### src/rtl/test_status_monitor_pkg.sv
// Shared types and constants for the riscv-tests status monitor.
//   state_e     : monitor state (RUN, then one absorbing end state)
//   RegTestnum  : register index holding the test number (x3)
//   RegDone     : register index holding the end flag (x26)
//   RegResult   : register index holding the result (x27)
package test_status_monitor_pkg;

  typedef enum logic [1:0] {
    StRun     = 2'd0,
    StPass    = 2'd1,
    StFail    = 2'd2,
    StTimeout = 2'd3
  } state_e;

  localparam logic [4:0] RegTestnum = 5'd3;
  localparam logic [4:0] RegDone    = 5'd26;
  localparam logic [4:0] RegResult  = 5'd27;

endpackage

### src/rtl/tsm_watchdog.sv
// Saturating cycle counter with a timeout compare.
// Ports:
//   clk     in   core clock
//   rst     in   asynchronous active-high reset, clears cnt
//   en      in   count this cycle
//   cnt     out  cycles counted; saturates at all-ones
//   expire  out  cnt == TIMEOUT_CYCLES-1 (never set when TIMEOUT_CYCLES == 0)
module tsm_watchdog
  import test_status_monitor_pkg::*;
#(
  parameter int unsigned CNT_W          = 32,
  parameter int unsigned TIMEOUT_CYCLES = 100000
) (
  input  logic             clk,
  input  logic             rst,
  input  logic             en,
  output logic [CNT_W-1:0] cnt,
  output logic             expire
);

  localparam logic [CNT_W-1:0] CntMax   = '1;
  localparam logic [CNT_W-1:0] CntOne   = CNT_W'(1);
  // Wraps harmlessly when TIMEOUT_CYCLES == 0; the compare is gated off then.
  localparam logic [CNT_W-1:0] ExpireAt = CNT_W'(TIMEOUT_CYCLES - 32'd1);
  localparam bit               TimeoutOn = (TIMEOUT_CYCLES != 0);

  logic [CNT_W-1:0] cnt_q;

  always_ff @(posedge clk or posedge rst) begin
    if (rst) begin
      cnt_q <= '0;
    end else if (en && (cnt_q != CntMax)) begin
      cnt_q <= cnt_q + CntOne;
    end
  end

  assign cnt    = cnt_q;
  assign expire = TimeoutOn && (cnt_q == ExpireAt);

endmodule

### config.mk
export PLATFORM = sky130hd
export DESIGN_NAME = tsm_watchdog
export DESIGN_NICKNAME = d
export VERILOG_FILES = /design/src/rtl/test_status_monitor_pkg.sv /design/src/rtl/tsm_watchdog.sv
export SDC_FILE = /design/constraint.sdc
export NUM_CORES = 1
export LEC_CHECK = 0
export CAP_MARGIN = 0
export CORE_MARGIN = 1
export CORE_UTILIZATION = 45
export CTS_BUF_LIST = sky130_fd_sc_hd__clkbuf_4 sky130_fd_sc_hd__clkbuf_8
export DETAILED_ROUTE_END_ITERATION = 8
export GPL_ROUTABILITY_DRIVEN = 0
export GPL_TIMING_DRIVEN = 0
export PLACE_DENSITY_LB_ADDON = 0.2
export RECOVER_POWER = 25
export SYNTH_ARGS = -nofsm -noshare
export SYNTH_HDL_FRONTEND = slang
export SYNTH_SLANG_ARGS = --single-unit
export TNS_END_PERCENT = 10
### constraint.sdc
create_clock -name clk -period 2.2 [get_ports clk]
set_input_delay 0.22 -clock clk [delete_from_list [all_inputs] [get_ports clk]]
set_output_delay 0.22 -clock clk [all_outputs]
set_load 0.02 [all_outputs]
==> results.ini, run 1 <==
[status]
outcome=complete, no violations

[placed_design]
dp.cells=249
dp_slack_ns=-0.1028
place_area_um2=2092
hpwl_um=2700
port_buffers=35

[yosys]
synth_area_um2=1684
synth_nets=172
yosys.area_share.simple_pct=28.97
synth.avg_cell_area_um2=10.02
synth.distinct_cells=31
synth_compound_area_share_pct=5.201
ys_warn_count=0
synth_top_family_by_area=simple AND/OR/NAND/NOR gates
synth_xor_area_share_pct=11.44
synth-seq-cells=32
synth_fa_ha_area_share_pct=0.7429
seq_area_frac_synth_pct=47.55
syn_inst=168
synthMuxAreaShare_pct=3.492

[power_and_ir_drop]
p_sw_share_pct=31.87
p_sw_uw=547.5
leakage_nw=0.9498
power_frac_clock_pct=27.9
combPwrFrac_pct=25.9
internal_power_mw=1.171
max-vdd-ir-drop_mv=0.6296
power_density_nw_per_um2=785.1
power_mw=1.718
seq_power_share_pct=46.3

[final_layout]
finalNonFillerCells=256
fillCellCount=312
design_area_um2=2188
drive_above_1_share_pct=9.524
multi_input_area_um2=842.1
largest_reg_flops=32
synthToLayoutAreaGrowth_pct=29.94
num_antenna_cells=0
seq_area_um2=800.8
final_nets=213

[floorplan]
die_y_um=63.18
rows=21
core_area_um2=3468
die_area_um2=3991
io_pins=36
die_x_um=63.18
initial_core_util_pct=48.56

[clock_network]
numCtsBuffers=5
root_buffer=clkbuf_8
cts_buffer_depth=2
cts_max_level=2
cts.clk_slew.worst_paths_ns=0.06
clock-sinks=32
tritoncts=yes
clkLatencyLatePin_ns=0.28
postCtsHoldBufs=0

[worst_setup_path]
arrival_ns=1.84
path_cells=ha_1 > and3_2 > nand3_1 > nor3_1 > clkdlybuf4s15_1
r2r_slack_ns=0.15
end_kind=primary output
worst-setup-path-type=register to primary output
cp.required_ns=1.98
cp-start-kind=register
max_stage_delay_ns=0.42
cp_max_fo=6
slowest_stage=dfrtp_1

[global_routing]
grt_pass1_wl_um=6851
antenna_found_initial=0
grt_pass1_vias=1414
overflow=0
gr-usage-all-layers_pct=22.06
grt_use_met3_pct=5.435
grt_max_degree=33
use_met1_pct=31.43
grt-busiest-layer=met2
grtUsageMet2_pct=32.93

[sta]
fin_skew_ns=0.004822
min_period_ns=2.060
hold_ws_ns=0.5261
relSlewSlack_pct=20.71
post-route-worst-setup-slack_ns=0.1399
tightest_slew_ns=1.188
drv_slew=0
setup_viol=0
finalCritPeriodShare_pct=93.64
fmax_mhz=485.4
hold_viol_final=0

[routing]
avgViaCountPerCell=5.797
ant_nets=0
wl_um=3856
vias=1484
dr.first_iter.drc_count=93
drt-pass1-iter-count=4
route.detailed.drc=0
wl_per_cell_um=15.06

[min_path]
hp-class=register to register

[flow_run]
maxCapViolations=0

## cell type report
cell class	instances	share of cell area (%)
Timing Repair Buffer	35	16.01
Multi-Input combinational cell	127	38.48
Inverter	4	0.6861
Tap cell	46	2.630
Buffer	4	1.144
Clock buffer	8	4.460
Sequential cell	32	36.59
## power by group through the flow
stage	sequential, mW	clock, mW	combinational (mW)
5_1_grt	0.814	0.514	0.480
3_3_place_gp	0.796	0	0.441
3_5_place_dp	0.804	0	0.448
6_report	0.795	0.479	0.444
2_1_floorplan	0.881	0	0.143
4_1_cts	0.794	0.492	0.448
## path summary, 6_finish.rpt
check / to / startpoint / cells past startpoint
worst max-delay path: expire / cnt[0] / 5
worst min-delay path: cnt[10] / cnt[10] / 1
worst max register to register: cnt[1] / cnt[0] / 6
worst min register to register: cnt[10] / cnt[10] / 1
max in group asynchronous: cnt[7] / rst / 2
min in group asynchronous: cnt[1] / rst / 2
## synthesized netlist by cell type
| library cell | n | area (um^2) |
|---|---|---|
| a31oi_1 | 4 | 25.02 |
| mux2_2 | 2 | 22.52 |
| and4_1 | 11 | 96.34 |
| nand2_1 | 17 | 63.81 |
| nand4_1 | 15 | 93.84 |
| and2_4 | 1 | 8.760 |
| and3_1 | 9 | 56.30 |
| ha_1 | 1 | 12.51 |
| nor4b_1 | 1 | 8.760 |
| buf_4 | 2 | 15.01 |
| inv_1 | 4 | 15.01 |
| xnor2_1 | 12 | 105.1 |
| mux2_1 | 1 | 11.26 |
| a21oi_1 | 4 | 20.02 |
| clkbuf_1 | 1 | 3.750 |
| mux2_4 | 1 | 15.01 |
| a21boi_2 | 1 | 11.26 |
| nand3_1 | 9 | 45.04 |
| a22oi_1 | 1 | 7.510 |
| nor4_1 | 4 | 25.02 |
| or4_1 | 1 | 7.510 |
| dfrtp_1 | 32 | 800.8 |
| a21boi_0 | 1 | 7.510 |
| and2_1 | 2 | 12.51 |
| a41o_2 | 1 | 11.26 |
| nor3_1 | 8 | 40.04 |
| mux2i_1 | 1 | 10.01 |
| buf_2 | 2 | 10.01 |
| o21ai_0 | 1 | 5.000 |
| xor2_1 | 10 | 87.58 |
| nor2_1 | 8 | 30.03 |
## through the flow
step           util (%)     TNS, ns
5_1_grt           63.10  -0.0004401
2_1_floorplan         -           0
3_5_place_dp      60.32     -0.1098
6_report          63.10           0
4_1_cts           62.99           0
3_3_place_gp      60.32    -0.08229
## routing by layer
metal,vias up,routed length (um)
met5,-,0
met4,0,55
met3,6,186
met2,46,1774
met1,732,1841
li1,700,-
## cells in the final DEF, fill, tap and decap left out, types with 2 or more instances in the layout
cell type / netlist / final
nand3_1: 9 / 9
a21oi_1: 4 / 4
buf_2: 2 / 2
inv_1: 4 / 4
dlygate4sd3_1: 0 / 2
mux2_2: 2 / 2
xor2_1: 10 / 10
xnor2_1: 12 / 12
and4_1: 11 / 10
nand4_1: 15 / 15
clkbuf_4: 0 / 2
buf_4: 2 / 2
and2_1: 2 / 2
nor3_1: 8 / 8
nand2_1: 17 / 17
nor4_1: 4 / 4
nor2_1: 8 / 8
and3_1: 9 / 8
clkbuf_8: 0 / 6
a31oi_1: 4 / 4
clkdlybuf4s50_1: 0 / 32
dfrtp_1: 32 / 32
## cells by family after synthesis
| group | after synthesis |
|---|---|
| flops | 32 |
| xor+xnor | 22 |
| fa+ha+maj | 1 |
| buf+inv | 9 |
| mux | 5 |
| simple gates | 86 |
| compound gates | 13 |
## worst max-delay path, delay by kind of cell, from the launching register on
family                     cells  cell delay [ns]
DFF                            1             0.42
and+or+nand+nor                3             0.59
adders and majority gates      1             0.20
buffers and inverters          1             0.34
## what timing repair did
| item | 4_1_cts | 5_1_grt |
|---|---|---|
| gates resized for setup | 1 | 3 |
| setup buffers | 0 | 0 |
| endpoints found under the setup margin | 1 | 4 |
Note: power is estimated with default switching activity, not from simulation.
==> run 2, diff against run 1 <==
Settings changed: CAP_MARGIN 0 to 20, SLEW_MARGIN set to 30.
==> results.ini, run 2 (synthesis gave the netlist of run 1 again) <==
[status]
outcome=complete, no violations

[sta]
tightest_slew_ns=1.188
post-route-worst-setup-slack_ns=0.1399
relSlewSlack_pct=20.71
drv_slew=0
fmax_mhz=485.4
finalCritPeriodShare_pct=93.64
min_period_ns=2.060
fin_skew_ns=0.004822
hold_viol_final=0
setup_viol=0

[global_routing]
grt_max_degree=33
gr-usage-all-layers_pct=22.06
overflow=0
grt_pass1_wl_um=6851
antenna_found_initial=0
grt_pass1_vias=1414

[min_path]
hp-class=register to register
min_path_cells=1

[final_layout]
final_util_pct=63.10
multi_input_area_um2=842.1
final_cell_mix=clkdlybuf4s50_1, dfrtp_1, nand2_1
final_common_cell=clkdlybuf4s50_1
largest_reg_flops=32
final_nets=213
seq_area_um2=800.8
synthToLayoutAreaGrowth_pct=29.94
num_antenna_cells=0
fillCellCount=312
drive_above_1_share_pct=9.524

[placed_design]
hpwl_um=2700
port_buffers=35
dp_slack_ns=-0.1028

[routing]
vias=1484
wl_um=3856
wl_per_cell_um=15.06
drt-pass1-iter-count=4
avgViaCountPerCell=5.797
ant_nets=0
dr.first_iter.drc_count=93
route.detailed.drc=0

[power_and_ir_drop]
seq_power_share_pct=46.3
power_density_nw_per_um2=785.2
leakage_nw=0.9462
power_frac_clock_pct=27.9
combPwrFrac_pct=25.9
max-vdd-ir-drop_mv=0.6297
p_sw_uw=547.6
p_sw_share_pct=31.87
power_mw=1.718
internal_power_mw=1.171

[clock_network]
cts_max_level=2
numCtsBuffers=5
tritoncts=yes
clkLatencyLatePin_ns=0.28
cts_setup_buffers=0
root_buffer=clkbuf_8
clock-sinks=32
cts.clk_slew.worst_paths_ns=0.06
cts_buffer_depth=2

[worst_setup_path]
worst-setup-path-type=register to primary output
arrival_ns=1.84
max_stage_delay_ns=0.42
slowest_stage=dfrtp_1
r2r_cells=6
cp.required_ns=1.98
cp_max_fo=6
cp-start-kind=register
path_cells=ha_1 > and3_2 > nand3_1 > nor3_1 > clkdlybuf4s15_1
cp_top_family=simple AND/OR/NAND/NOR gates
crit_buf_inv=1
end_kind=primary output
critical_path_depth=5

[floorplan]
initial_core_util_pct=48.56
die_x_um=63.18
core_area_um2=3468
die_area_um2=3991
die_y_um=63.18
rows=21
io_pins=36

[flow_run]
maxCapViolations=0

run 2: cell type report:
| class | count | share of cell area (%) |
|---|---|---|
| flip-flops and latches | 32 | 36.59 |
| plain buffers | 4 | 1.144 |
| multi-input cells | 127 | 38.48 |
| repair buffers | 35 | 16.01 |
| clock buffers | 8 | 4.460 |
| inverters | 4 | 0.6861 |
| well taps | 46 | 2.630 |
run 2: layer usage:
layer | vias to the layer above | share of wire, % | GRT usage (%)
met3 | 6 | 4.8 | 5.435
met4 | 0 | 1.4 | 6.818
met5 | - | 0 | 0
met2 | 46 | 46 | 32.93
li1 | 700 | - | -
met1 | 732 | 48 | 31.43
run 2: power by group through the flow:
stage	Combinational (mW)	Clock [mW]	Sequential (mW)
3_3_place_gp	0.441	0	0.796
4_1_cts	0.448	0.492	0.794
5_1_grt	0.480	0.514	0.814
3_5_place_dp	0.449	0	0.804
6_report	0.444	0.479	0.795
2_1_floorplan	0.143	0	0.881
run 2: repair_timing:
item                                    CTS  global route
resized for setup                         1             3
gates cloned                              0             0
endpoints found under the setup margin    1             4
hold buffers                              0             0
pin swaps                                 0             0
run 2: final timing paths:
path | startpoint | end | slack, ns
min in group asynchronous | rst | cnt[1] | 0.69
max in group asynchronous | rst | cnt[7] | 0.80
worst max register to register | cnt[0] | cnt[1] | 0.15
worst max-delay path | cnt[0] | expire | 0.14
worst min-delay path | cnt[10] | cnt[10] | 0.53
worst min register to register | cnt[10] | cnt[10] | 0.53
run 2: metrics by stage:
stage | setup TNS, ns | std cells | cell area (um^2) | hold WS (ns)
after detailed placement | -0.1098 | 249 | 2092 | 0.5248
after floorplan | 0 | 168 | 1684 | 0.3362
final | 0 | 256 | 2188 | 0.5261
after CTS | 0 | 256 | 2185 | 0.3708
after global routing | -0.0004401 | 256 | 2188 | 0.5545
after global placement | -0.08229 | 249 | 2092 | 0.5103
